## src/rtl/decoder_pulse_pkg.sv

```systemverilog
// Shared types and helpers for the multi-channel first-pulse decoder.
// Optional thermometer output is controlled by macro DECODER_PULSE_THERMO_OUT_EN.
// No logic here, only the state encoding and conversion helpers.
package decoder_pulse_pkg;

  typedef enum logic [1:0] {
    IDLE   = 2'd0,
    WINDOW = 2'd1,
    HOLD   = 2'd2
  } decoder_state_t;

  // A channel that never fires reports the window length itself as its time.
  function automatic int unsigned no_spike_time(input int unsigned max_v);
    return max_v;
  endfunction

  // Bit b of the LSB-aligned thermometer code holding (max_v - t) ones.
  function automatic logic thermo_bit(input int unsigned t, input int unsigned max_v,
                                      input int unsigned b);
    return (b + t) < max_v;
  endfunction

endpackage

```

## src/rtl/decoder_pulse_multi_if.sv

```systemverilog
// Handshake/bus bundle between the decoder and its driver/consumer.
// Carries outgoing_thermo only when DECODER_PULSE_THERMO_OUT_EN is defined.
// slave = decoder side, master = stimulus/consumer side.
interface decoder_pulse_multi_if #(
  parameter int MAX_VALUE    = 8,
  parameter int NUM_CHANNELS = 4
);
  localparam int TIME_W = $clog2(MAX_VALUE + 1);

  logic                             start;
  logic [NUM_CHANNELS-1:0]          incoming_lines;
  logic                             busy;
  logic                             outgoing_valid;
  logic                             outgoing_ready;
  logic [NUM_CHANNELS*TIME_W-1:0]   outgoing_times;
  logic [NUM_CHANNELS-1:0]          outgoing_spiked;
`ifdef DECODER_PULSE_THERMO_OUT_EN
  logic [NUM_CHANNELS*MAX_VALUE-1:0] outgoing_thermo;
`endif

  modport slave (
    input  start, incoming_lines, outgoing_ready,
    output busy, outgoing_valid, outgoing_times, outgoing_spiked
`ifdef DECODER_PULSE_THERMO_OUT_EN
    , output outgoing_thermo
`endif
  );

  modport master (
    output start, incoming_lines, outgoing_ready,
    input  busy, outgoing_valid, outgoing_times, outgoing_spiked
`ifdef DECODER_PULSE_THERMO_OUT_EN
    , input outgoing_thermo
`endif
  );

endinterface

```

## src/rtl/decoder_pulse_channel.sv

```systemverilog
// Per-channel first-pulse latch: records the counter value of the first high sample.
// Latency: time/spiked update on the edge that samples the pulse.
// clear has priority over enable; later pulses are ignored once spiked.
module decoder_pulse_channel
  import decoder_pulse_pkg::*;
#(
  parameter int MAX_VALUE = 8,
  parameter int TIME_W    = $clog2(MAX_VALUE + 1)
) (
  input  logic              clock,
  input  logic              reset,
  input  logic              clear,
  input  logic              enable,
  input  logic              line,
  input  logic [TIME_W-1:0] counter,
  output logic [TIME_W-1:0] chan_time,
  output logic              chan_spiked,
  output logic [TIME_W-1:0] chan_time_nxt
);

  localparam logic [TIME_W-1:0] NO_SPIKE = TIME_W'(no_spike_time(MAX_VALUE));

  logic [TIME_W-1:0] time_q, time_d;
  logic              spiked_q, spiked_d;

  // Next latch value: clear re-arms, otherwise capture only the first pulse.
  always_comb begin
    time_d   = time_q;
    spiked_d = spiked_q;
    if (clear) begin
      time_d   = NO_SPIKE;
      spiked_d = 1'b0;
    end else if (enable && line && !spiked_q) begin
      time_d   = counter;
      spiked_d = 1'b1;
    end
  end

  // Latch registers with synchronous reset to the no-spike encoding.
  always_ff @(posedge clock) begin
    if (reset) begin
      time_q   <= NO_SPIKE;
      spiked_q <= 1'b0;
    end else begin
      time_q   <= time_d;
      spiked_q <= spiked_d;
    end
  end

  assign chan_time     = time_q;
  assign chan_spiked   = spiked_q;
  assign chan_time_nxt = time_d;

endmodule

```

## src/rtl/decoder_pulse_multi.sv

```systemverilog
// Multi-channel temporal decoder: start opens a MAX_VALUE-cycle window, first pulse time per line.
// Latency: result valid MAX_VALUE+1 cycles after the start cycle; optional thermo via DECODER_PULSE_THERMO_OUT_EN.
// Result is held frozen until outgoing_ready; ready+start in HOLD restarts with no idle gap.
module decoder_pulse_multi
  import decoder_pulse_pkg::*;
#(
  parameter int MAX_VALUE    = 8,
  parameter int NUM_CHANNELS = 4
) (
  input  logic                 clock,
  input  logic                 reset,
  decoder_pulse_multi_if.slave bus
);

  localparam int                TIME_W = $clog2(MAX_VALUE + 1);
  localparam logic [TIME_W-1:0] LAST   = TIME_W'(MAX_VALUE - 1);

  decoder_state_t    state_q, state_d;
  logic [TIME_W-1:0] cnt_q, cnt_d;
  logic              busy_q, busy_d;
  logic              valid_q, valid_d;
  logic              clear, enable, close;

  logic [NUM_CHANNELS*TIME_W-1:0] times_w;
  logic [NUM_CHANNELS*TIME_W-1:0] times_nxt_w;
  logic [NUM_CHANNELS-1:0]        spiked_w;

  // Window framing: next state, counter, and channel clear/enable strobes.
  always_comb begin
    state_d = state_q;
    cnt_d   = cnt_q;
    clear   = 1'b0;
    enable  = 1'b0;
    close   = 1'b0;
    case (state_q)
      IDLE: begin
        cnt_d = '0;
        clear = 1'b1;
        if (bus.start) state_d = WINDOW;
      end
      WINDOW: begin
        enable = 1'b1;
        if (cnt_q == LAST) begin
          cnt_d   = '0;
          close   = 1'b1;
          state_d = HOLD;
        end else begin
          cnt_d = cnt_q + 1'b1;
        end
      end
      HOLD: begin
        cnt_d = '0;
        if (bus.outgoing_ready) begin
          if (bus.start) begin
            clear   = 1'b1;
            state_d = WINDOW;
          end else begin
            state_d = IDLE;
          end
        end
      end
      default: begin
        cnt_d   = '0;
        state_d = IDLE;
      end
    endcase
    busy_d  = (state_d != IDLE);
    valid_d = (state_d == HOLD);
  end

  // FSM, counter and registered status outputs.
  always_ff @(posedge clock) begin
    if (reset) begin
      state_q <= IDLE;
      cnt_q   <= '0;
      busy_q  <= 1'b0;
      valid_q <= 1'b0;
    end else begin
      state_q <= state_d;
      cnt_q   <= cnt_d;
      busy_q  <= busy_d;
      valid_q <= valid_d;
    end
  end

  for (genvar g = 0; g < NUM_CHANNELS; g++) begin : g_chan
    decoder_pulse_channel #(
      .MAX_VALUE (MAX_VALUE),
      .TIME_W    (TIME_W)
    ) u_chan (
      .clock         (clock),
      .reset         (reset),
      .clear         (clear),
      .enable        (enable),
      .line          (bus.incoming_lines[g]),
      .counter       (cnt_q),
      .chan_time     (times_w[g*TIME_W +: TIME_W]),
      .chan_spiked   (spiked_w[g]),
      .chan_time_nxt (times_nxt_w[g*TIME_W +: TIME_W])
    );
  end

  assign bus.busy            = busy_q;
  assign bus.outgoing_valid  = valid_q;
  assign bus.outgoing_times  = times_w;
  assign bus.outgoing_spiked = spiked_w;

`ifdef DECODER_PULSE_THERMO_OUT_EN
  logic [NUM_CHANNELS*MAX_VALUE-1:0] thermo_q, thermo_d;

  // Thermometer image of the final times, captured on the window-closing edge.
  always_comb begin
    thermo_d = thermo_q;
    if (close) begin
      for (int ch = 0; ch < NUM_CHANNELS; ch++) begin
        for (int b = 0; b < MAX_VALUE; b++) begin
          thermo_d[ch*MAX_VALUE + b] =
            thermo_bit(int'(times_nxt_w[ch*TIME_W +: TIME_W]), MAX_VALUE, b);
        end
      end
    end
  end

  // Thermometer register, all ones out of reset.
  always_ff @(posedge clock) begin
    if (reset) thermo_q <= '1;
    else       thermo_q <= thermo_d;
  end

  assign bus.outgoing_thermo = thermo_q;
`endif

endmodule

```

## src/flat_wrapper.sv

```systemverilog
// flat-port wrapper written by rule: the top's interface ports become plain ports
module decoder_pulse_multi_flat import decoder_pulse_pkg::*;
#(
  parameter int MAX_VALUE    = 8,
  parameter int NUM_CHANNELS = 4
)
  (clock, reset, bus_start, bus_incoming_lines, bus_outgoing_ready, bus_busy, bus_outgoing_valid, bus_outgoing_times, bus_outgoing_spiked);
  decoder_pulse_multi_if #(.MAX_VALUE(MAX_VALUE), .NUM_CHANNELS(NUM_CHANNELS)) bus_i ();
  input  logic clock;
  input  logic reset;
  input wire logic [$bits(bus_i.start)-1:0] bus_start;
  input wire logic [$bits(bus_i.incoming_lines)-1:0] bus_incoming_lines;
  input wire logic [$bits(bus_i.outgoing_ready)-1:0] bus_outgoing_ready;
  output wire logic [$bits(bus_i.busy)-1:0] bus_busy;
  output wire logic [$bits(bus_i.outgoing_valid)-1:0] bus_outgoing_valid;
  output wire logic [$bits(bus_i.outgoing_times)-1:0] bus_outgoing_times;
  output wire logic [$bits(bus_i.outgoing_spiked)-1:0] bus_outgoing_spiked;
  assign bus_i.start = bus_start;
  assign bus_i.incoming_lines = bus_incoming_lines;
  assign bus_i.outgoing_ready = bus_outgoing_ready;
  assign bus_busy = bus_i.busy;
  assign bus_outgoing_valid = bus_i.outgoing_valid;
  assign bus_outgoing_times = bus_i.outgoing_times;
  assign bus_outgoing_spiked = bus_i.outgoing_spiked;
  decoder_pulse_multi #(.MAX_VALUE(MAX_VALUE), .NUM_CHANNELS(NUM_CHANNELS)) u_core (.clock(clock), .reset(reset), .bus(bus_i));
endmodule
```

## config.mk

```make
export PLATFORM = sky130hd
export DESIGN_NAME = decoder_pulse_multi_flat
export DESIGN_NICKNAME = d
export VERILOG_FILES = /design/src/rtl/decoder_pulse_pkg.sv /design/src/rtl/decoder_pulse_multi_if.sv /design/src/rtl/decoder_pulse_channel.sv /design/src/rtl/decoder_pulse_multi.sv /design/src/flat_wrapper.sv
export SDC_FILE = /design/constraint.sdc
export NUM_CORES = 1
export LEC_CHECK = 0
export ABC_AREA = 1
export ABC_CLOCK_PERIOD_IN_PS = 2280
export CAP_MARGIN = 20
export CELL_PAD_IN_SITES_DETAIL_PLACEMENT = 1
export CELL_PAD_IN_SITES_GLOBAL_PLACEMENT = 1
export CORE_MARGIN = 5
export CORE_UTILIZATION = 38
export DETAILED_ROUTE_END_ITERATION = 16
export GPL_TIMING_DRIVEN = 0
export PLACE_DENSITY = 0.81
export SLEW_MARGIN = 25
export SYNTH_ARGS = -nofsm -noshare
export SYNTH_HDL_FRONTEND = slang
export SYNTH_HIERARCHICAL = 1
export SYNTH_SLANG_ARGS = --single-unit
```

## constraint.sdc

```tcl
create_clock -name clock -period 2.28 [get_ports clock]
set_input_delay 0.57 -clock clock [delete_from_list [all_inputs] [get_ports clock]]
set_output_delay 0.57 -clock clock [all_outputs]
set_load 0.005 [all_outputs]
```

==> results of run 1 <==
==> area by class of cell <==
| cell class | count | area [um2] | share of cell area [%] |
|---|---|---|---|
| inverters | 49 | 189 | 11.0 |
| well taps | 46 | 57.6 | 3.35 |
| flip-flops and latches | 28 | 561 | 32.7 |
| multi-input cells | 106 | 583 | 34.0 |
| repair buffers | 29 | 290 | 16.9 |
| clock buffers | 4 | 36.3 | 2.11 |
==> how the worst min path moves through the flow <==
| stage | startpoint | to | slack [ns] | depth (start not counted) |
|---|---|---|---|---|
| global placement | u_core/g_chan[2].u_chan/chan_time[3]$_SDFF_PP1_ | u_core/g_chan[2].u_chan/chan_time[3]$_SDFF_PP1_ | 0.46 | 2 |
| CTS | u_core/g_chan[1].u_chan/chan_time[3]$_SDFF_PP1_ | u_core/g_chan[1].u_chan/chan_time[3]$_SDFF_PP1_ | 0.51 | 2 |
| global route | u_core/g_chan[1].u_chan/chan_time[3]$_SDFF_PP1_ | u_core/g_chan[1].u_chan/chan_time[3]$_SDFF_PP1_ | 0.54 | 2 |
| floorplan | u_core/cnt_q[0]$_SDFF_PP0_ | u_core/cnt_q[0]$_SDFF_PP0_ | 0.46 | 1 |
| finish | u_core/g_chan[1].u_chan/chan_time[3]$_SDFF_PP1_ | u_core/g_chan[1].u_chan/chan_time[3]$_SDFF_PP1_ | 0.50 | 2 |
| detailed placement | u_core/g_chan[1].u_chan/chan_time[3]$_SDFF_PP1_ | u_core/g_chan[1].u_chan/chan_time[3]$_SDFF_PP1_ | 0.47 | 2 |
==> sequential cells by signal, indices dropped and copies added, names as in the netlist <==
| register | flops |
|---|---|
| u_core/g_chan.u_chan/chan_spiked | 4 |
| u_core/g_chan.u_chan/chan_time | 16 |
| u_core/cnt_q | 4 |
| u_core/state_q | 2 |
| u_core/bus.outgoing_valid | 1 |
| u_core/bus.busy | 1 |
==> power by group through the flow <==
stage	Clock [mW]	Combinational, mW	Sequential (mW)
6_report	0.242	0.127	0.508
4_1_cts	0.261	0.130	0.509
5_1_grt	0.278	0.142	0.510
3_3_place_gp	0	0.122	0.518
3_5_place_dp	0	0.128	0.519
2_1_floorplan	0	0.0750	0.519
==> layer usage <==
layer | vias to the layer above | GRT usage [%]
li1 | 604 | -
met1 | 577 | 15.0
met2 | 15 | 26.6
met3 | 4 | 2.46
met4 | 0 | 5.21
met5 | - | 0
==> flow_summary.toml, run 1 <==
[run_status]
outcome = "completed"

[flow_run]
cap_viol_max_count = 0

[power_and_ir_drop]
power_density_nw_per_um2 = 511
p_leak_nw = 0.782
finalPower_mw = 0.878
seqPwrFrac_pct = 57.9
clockPowerShare_pct = 27.6
p_sw_mw = 0.231
p_int_mw = 0.647
p_sw_share_pct = 26.3
vdd_ir_drop_max_mv = 0.280
p_comb_share_pct = 14.5

[sta]
finalCritPeriodShare_pct = 82.3
finalHoldWorstSlack_ns = 0.503
grt_setup_unrepaired = "no"
setup_viol = 0
period_needed_ns = 1.88
worstMarginPinSlew_ns = 0.678
hold_viol = 0
fin_ws_ns = 0.404
fin_setup_tns_ns = 0
clock.fmax_mhz = 533
fin_skew_ns = 0.00607
relSlewSlack_pct = 54.7
final_max_slew_viol_count = 0

[route]
drc_errors = 0
drt_first_iter_violations = 27
highest_layer = "met4"
ant_nets = 0
wl_per_cell_um = 12.1
viasPerCell = 4.58
dr_wl_met3_um = 66
firstDrtPassIters = 4
wl_met2_um = 1770
num_vias = 1200
wl_met1_um = 1300
drt-total-wl_um = 3170

[worst_setup_path]
cp.depth = 1
rr_endpoint = "u_core/g_chan[3].u_chan/chan_time[0]$_SDFF_PP0_"
crit_path_start_kind = "flip-flop"
slowest_stage = "clkdlybuf4s50_1"
cp_num_buf_inv = 1
endpoint_kind = "output pin"
crit_type = "flip-flop to output pin"
cp-startpoint = "u_core/g_chan[1].u_chan/chan_spiked$_SDFFE_PP0N_"
rr_startpoint = "u_core/state_q[1]$_SDFF_PP0_"
cp.required_ns = 1.71
critPathMaxStageDelay_ns = 0.53
reg2regPathDepth = 4
path_cells = "clkdlybuf4s50_1"
critPathMaxFanout = 3
worstPathArrival_ns = 1.31
crit_end = "bus_outgoing_spiked[1]"
crit_family = "buffers and inverters"
reg2reg_slack_ns = 0.80

[place]
hpwl_um = 2530
place_inst = 258
place_ws_ns = 0.0551
port_buffers = 29
place.gp.congestion = 0.760
placed_cell_area_um2 = 1680

[floorplanning]
chipHeight_um = 69.2
fp-row-count = 21
core_um2 = 3360
ioPinCount = 30
die_area_um2 = 4790
initial_utilization_pct = 39.6
die_x_um = 69.2

[clock_tree]
cts.repair.resized = 0
postCtsHoldBufs = 0
post-cts-setup-buffer-count = 0
clockBufferDepth = 2
cts_tree = "done"
clock_latency_ns = 0.33
htree_num_levels = 1
cts_root_buffer = "clkbuf_4"
cts.clk_slew.worst_paths_ns = 0.15
cts.sinks = 28
cts_made_buffers = 3

[grt]
grt_pass1_wl_um = 5550
grt_pass1_vias = 1275
antenna_found_initial = 0
grt_use_total_pct = 13.9
gr-total-overflow = 0
grt_max_degree = 18

[cells_and_area]
utilization_pct = 51.0
drive_above_1_share_pct = 17.1
final_cell_area_um2 = 1720
layout_commonest_cell = "nand2_1"
num-nets-final = 226
fillerInstances = 455
layoutNonFillerInstCount = 262
final_cell_mix = "50 x nand2_1, 39 x inv_1, 29 x clkdlybuf4s50_1, 28 x dfxtp_1, 18 x nor2_1"
antenna_cells = 0
area_delta_synth_final_pct = 28.8

[min_path]
hp-class = "flip-flop to flip-flop"

[synth]
yosysWarningCount = 6
synth.net_count = 192
syn_area_um2 = 1330
syn_inst = 183
postSynthAreaPerCell_um2 = 7.28
(Power assumes the default switching activity.)
==> run 2: changes to the inputs <==
--- a/config.mk
+++ b/config.mk
@@ -6,15 +6,15 @@
 export NUM_CORES = 1
 export LEC_CHECK = 0
 export ABC_AREA = 1
-export ABC_CLOCK_PERIOD_IN_PS = 2280
+export ABC_CLOCK_PERIOD_IN_PS = 1900
 export CAP_MARGIN = 20
 export CELL_PAD_IN_SITES_DETAIL_PLACEMENT = 1
 export CELL_PAD_IN_SITES_GLOBAL_PLACEMENT = 1
 export CORE_MARGIN = 5
-export CORE_UTILIZATION = 38
+export CORE_UTILIZATION = 35
 export DETAILED_ROUTE_END_ITERATION = 16
 export GPL_TIMING_DRIVEN = 0
-export PLACE_DENSITY = 0.81
+export PLACE_DENSITY = 0.75
 export SLEW_MARGIN = 25
 export SYNTH_ARGS = -nofsm -noshare
 export SYNTH_HDL_FRONTEND = slang
==> constraint.sdc (replaced) <==
create_clock -name clock -period 1.9 [get_ports clock]
set_input_delay 0.475 -clock clock [delete_from_list [all_inputs] [get_ports clock]]
set_output_delay 0.475 -clock clock [all_outputs]
set_load 0.005 [all_outputs]
==> run 2 against run 1 <==
Sequential cell count unchanged; via count decreased by 0.75%; critical path depth increased by 5; power rose by 23%; critical path type is now input pin to flip-flop; highest routed layer unchanged.
==> flow_summary.toml, run 2 (same netlist as run 1, synthesis figures left out) <==
[run_status]
outcome = "completed"

[min_path]
hp-class = "flip-flop to flip-flop"
min_from = "u_core/g_chan[3].u_chan/chan_time[3]$_SDFF_PP1_"

[sta]
hold_viol = 0
worstMarginPinSlew_ns = 0.736
relSlewSlack_pct = 50.8
grt_setup_unrepaired = "no"
fin_ws_ns = 0.142
finalHoldWorstSlack_ns = 0.487
period_needed_ns = 1.76
clock.fmax_mhz = 569
final_max_slew_viol_count = 0
fin_skew_ns = 0.00360
setup_viol = 0
finalCritPeriodShare_pct = 92.6

[route]
viasPerCell = 4.53
drt-total-wl_um = 3090
firstDrtPassIters = 3
drt_first_iter_violations = 28
num_vias = 1191
ant_nets = 0
wl_per_cell_um = 11.7
drc_errors = 0

[grt]
grt_max_degree = 18
gr-total-overflow = 0
grt_use_total_pct = 13.3
grt_pass1_wl_um = 5420
antenna_found_initial = 0
grt_pass1_vias = 1236

[clock_tree]
post-cts-setup-buffer-count = 0
htree_num_levels = 1
cts.clk_slew.worst_paths_ns = 0.09
cts_tree = "done"
cts.sinks = 28
cts_root_buffer = "clkbuf_8"
clock_latency_ns = 0.27
cts_made_buffers = 3
clockBufferDepth = 2
cts.repair.resized = 0
postCtsHoldBufs = 0

[worst_setup_path]
crit_type = "input pin to flip-flop"
cp.required_ns = 2.08
rr_startpoint = "u_core/state_q[1]$_SDFF_PP0_"
slowest_stage = "clkdlybuf4s50_1"
endpoint_kind = "flip-flop"
crit_family = "buffers and inverters"
critPathMaxFanout = 5
worstPathArrival_ns = 1.94
cp-startpoint = "bus_outgoing_ready"
crit_path_start_kind = "input pin"
cp_num_buf_inv = 3
path_cells = "clkdlybuf4s50_1 > nand2_1 > a21oi_1 > clkinv_2 > nand3_1 > inv_1"
critPathMaxStageDelay_ns = 0.48

[place]
place.gp.congestion = 0.736
hpwl_um = 2430
place_ws_ns = -0.196
port_buffers = 29

[floorplanning]
chipHeight_um = 71.7
core_um2 = 3690
die_area_um2 = 5140
initial_utilization_pct = 36.1
die_x_um = 71.7
fp-row-count = 22
ioPinCount = 30

[cells_and_area]
area_delta_synth_final_pct = 29.4
num-nets-final = 226
antenna_cells = 0
drive_above_1_share_pct = 16.7
fillerInstances = 490
final_cell_mix = "50 x nand2_1, 39 x inv_1, 29 x clkdlybuf4s50_1, 28 x dfxtp_1, 18 x nor2_1"
layout_commonest_cell = "nand2_1"
largest_reg_flops = 16

[flow_run]
cap_viol_max_count = 0

[power_and_ir_drop]
vdd_ir_drop_max_mv = 0.277
power_density_nw_per_um2 = 627
p_leak_nw = 0.783
finalPower_mw = 1.08
-- run 2: routing by layer --
layer	track usage [%]	wire, um
met1	15.5	1340
met2	23.5	1600
met3	2.81	100
met4	5.64	48
met5	0	0
-- run 2: power by group --
part	internal [mW]	switching, mW
Clock	0.143	0.179
Combinational	0.0588	0.0916
Sequential	0.599	0.0102
-- run 2: layout make-up --
cell class                      instances  area [um2]  share of cell area [%]
Clock buffer                            3        41.3                    2.39
Inverter                               49         189                    11.0
Multi-Input combinational cell        106         583                    33.8
Sequential cell                        28         561                    32.5
Tap cell                               48        60.1                    3.48
Timing Repair Buffer                   29         290                    16.8
-- run 2: worst reg2reg max path, stage by stage (launching register included) --
cell and delay (ns):
dfxtp_1 0.36, a21oi_1 0.52, clkinv_2 0.24, nand3_1 0.17
inv_1 0.05
-- run 2: final timing paths --
kind	to	slack, ns	cells after the start
max	u_core/g_chan[0].u_chan/chan_spiked$_SDFFE_PP0N_	0.14	6
min	u_core/g_chan[3].u_chan/chan_time[3]$_SDFF_PP1_	0.49	2
max reg2reg	u_core/g_chan[0].u_chan/chan_spiked$_SDFFE_PP0N_	0.47	4
min reg2reg	u_core/g_chan[3].u_chan/chan_time[3]$_SDFF_PP1_	0.49	2
-- run 2: through the flow --
step           TNS [ns]  cell area, um2  cells  utilization, %
6_report              0            1720    263            46.7
5_1_grt               0            1720    263            46.7
4_1_cts               0            1720    263            46.7
3_5_place_dp      -3.22            1680    260            45.6
3_3_place_gp      -3.09            1680    260            45.6
2_1_floorplan         0            1330    183               -
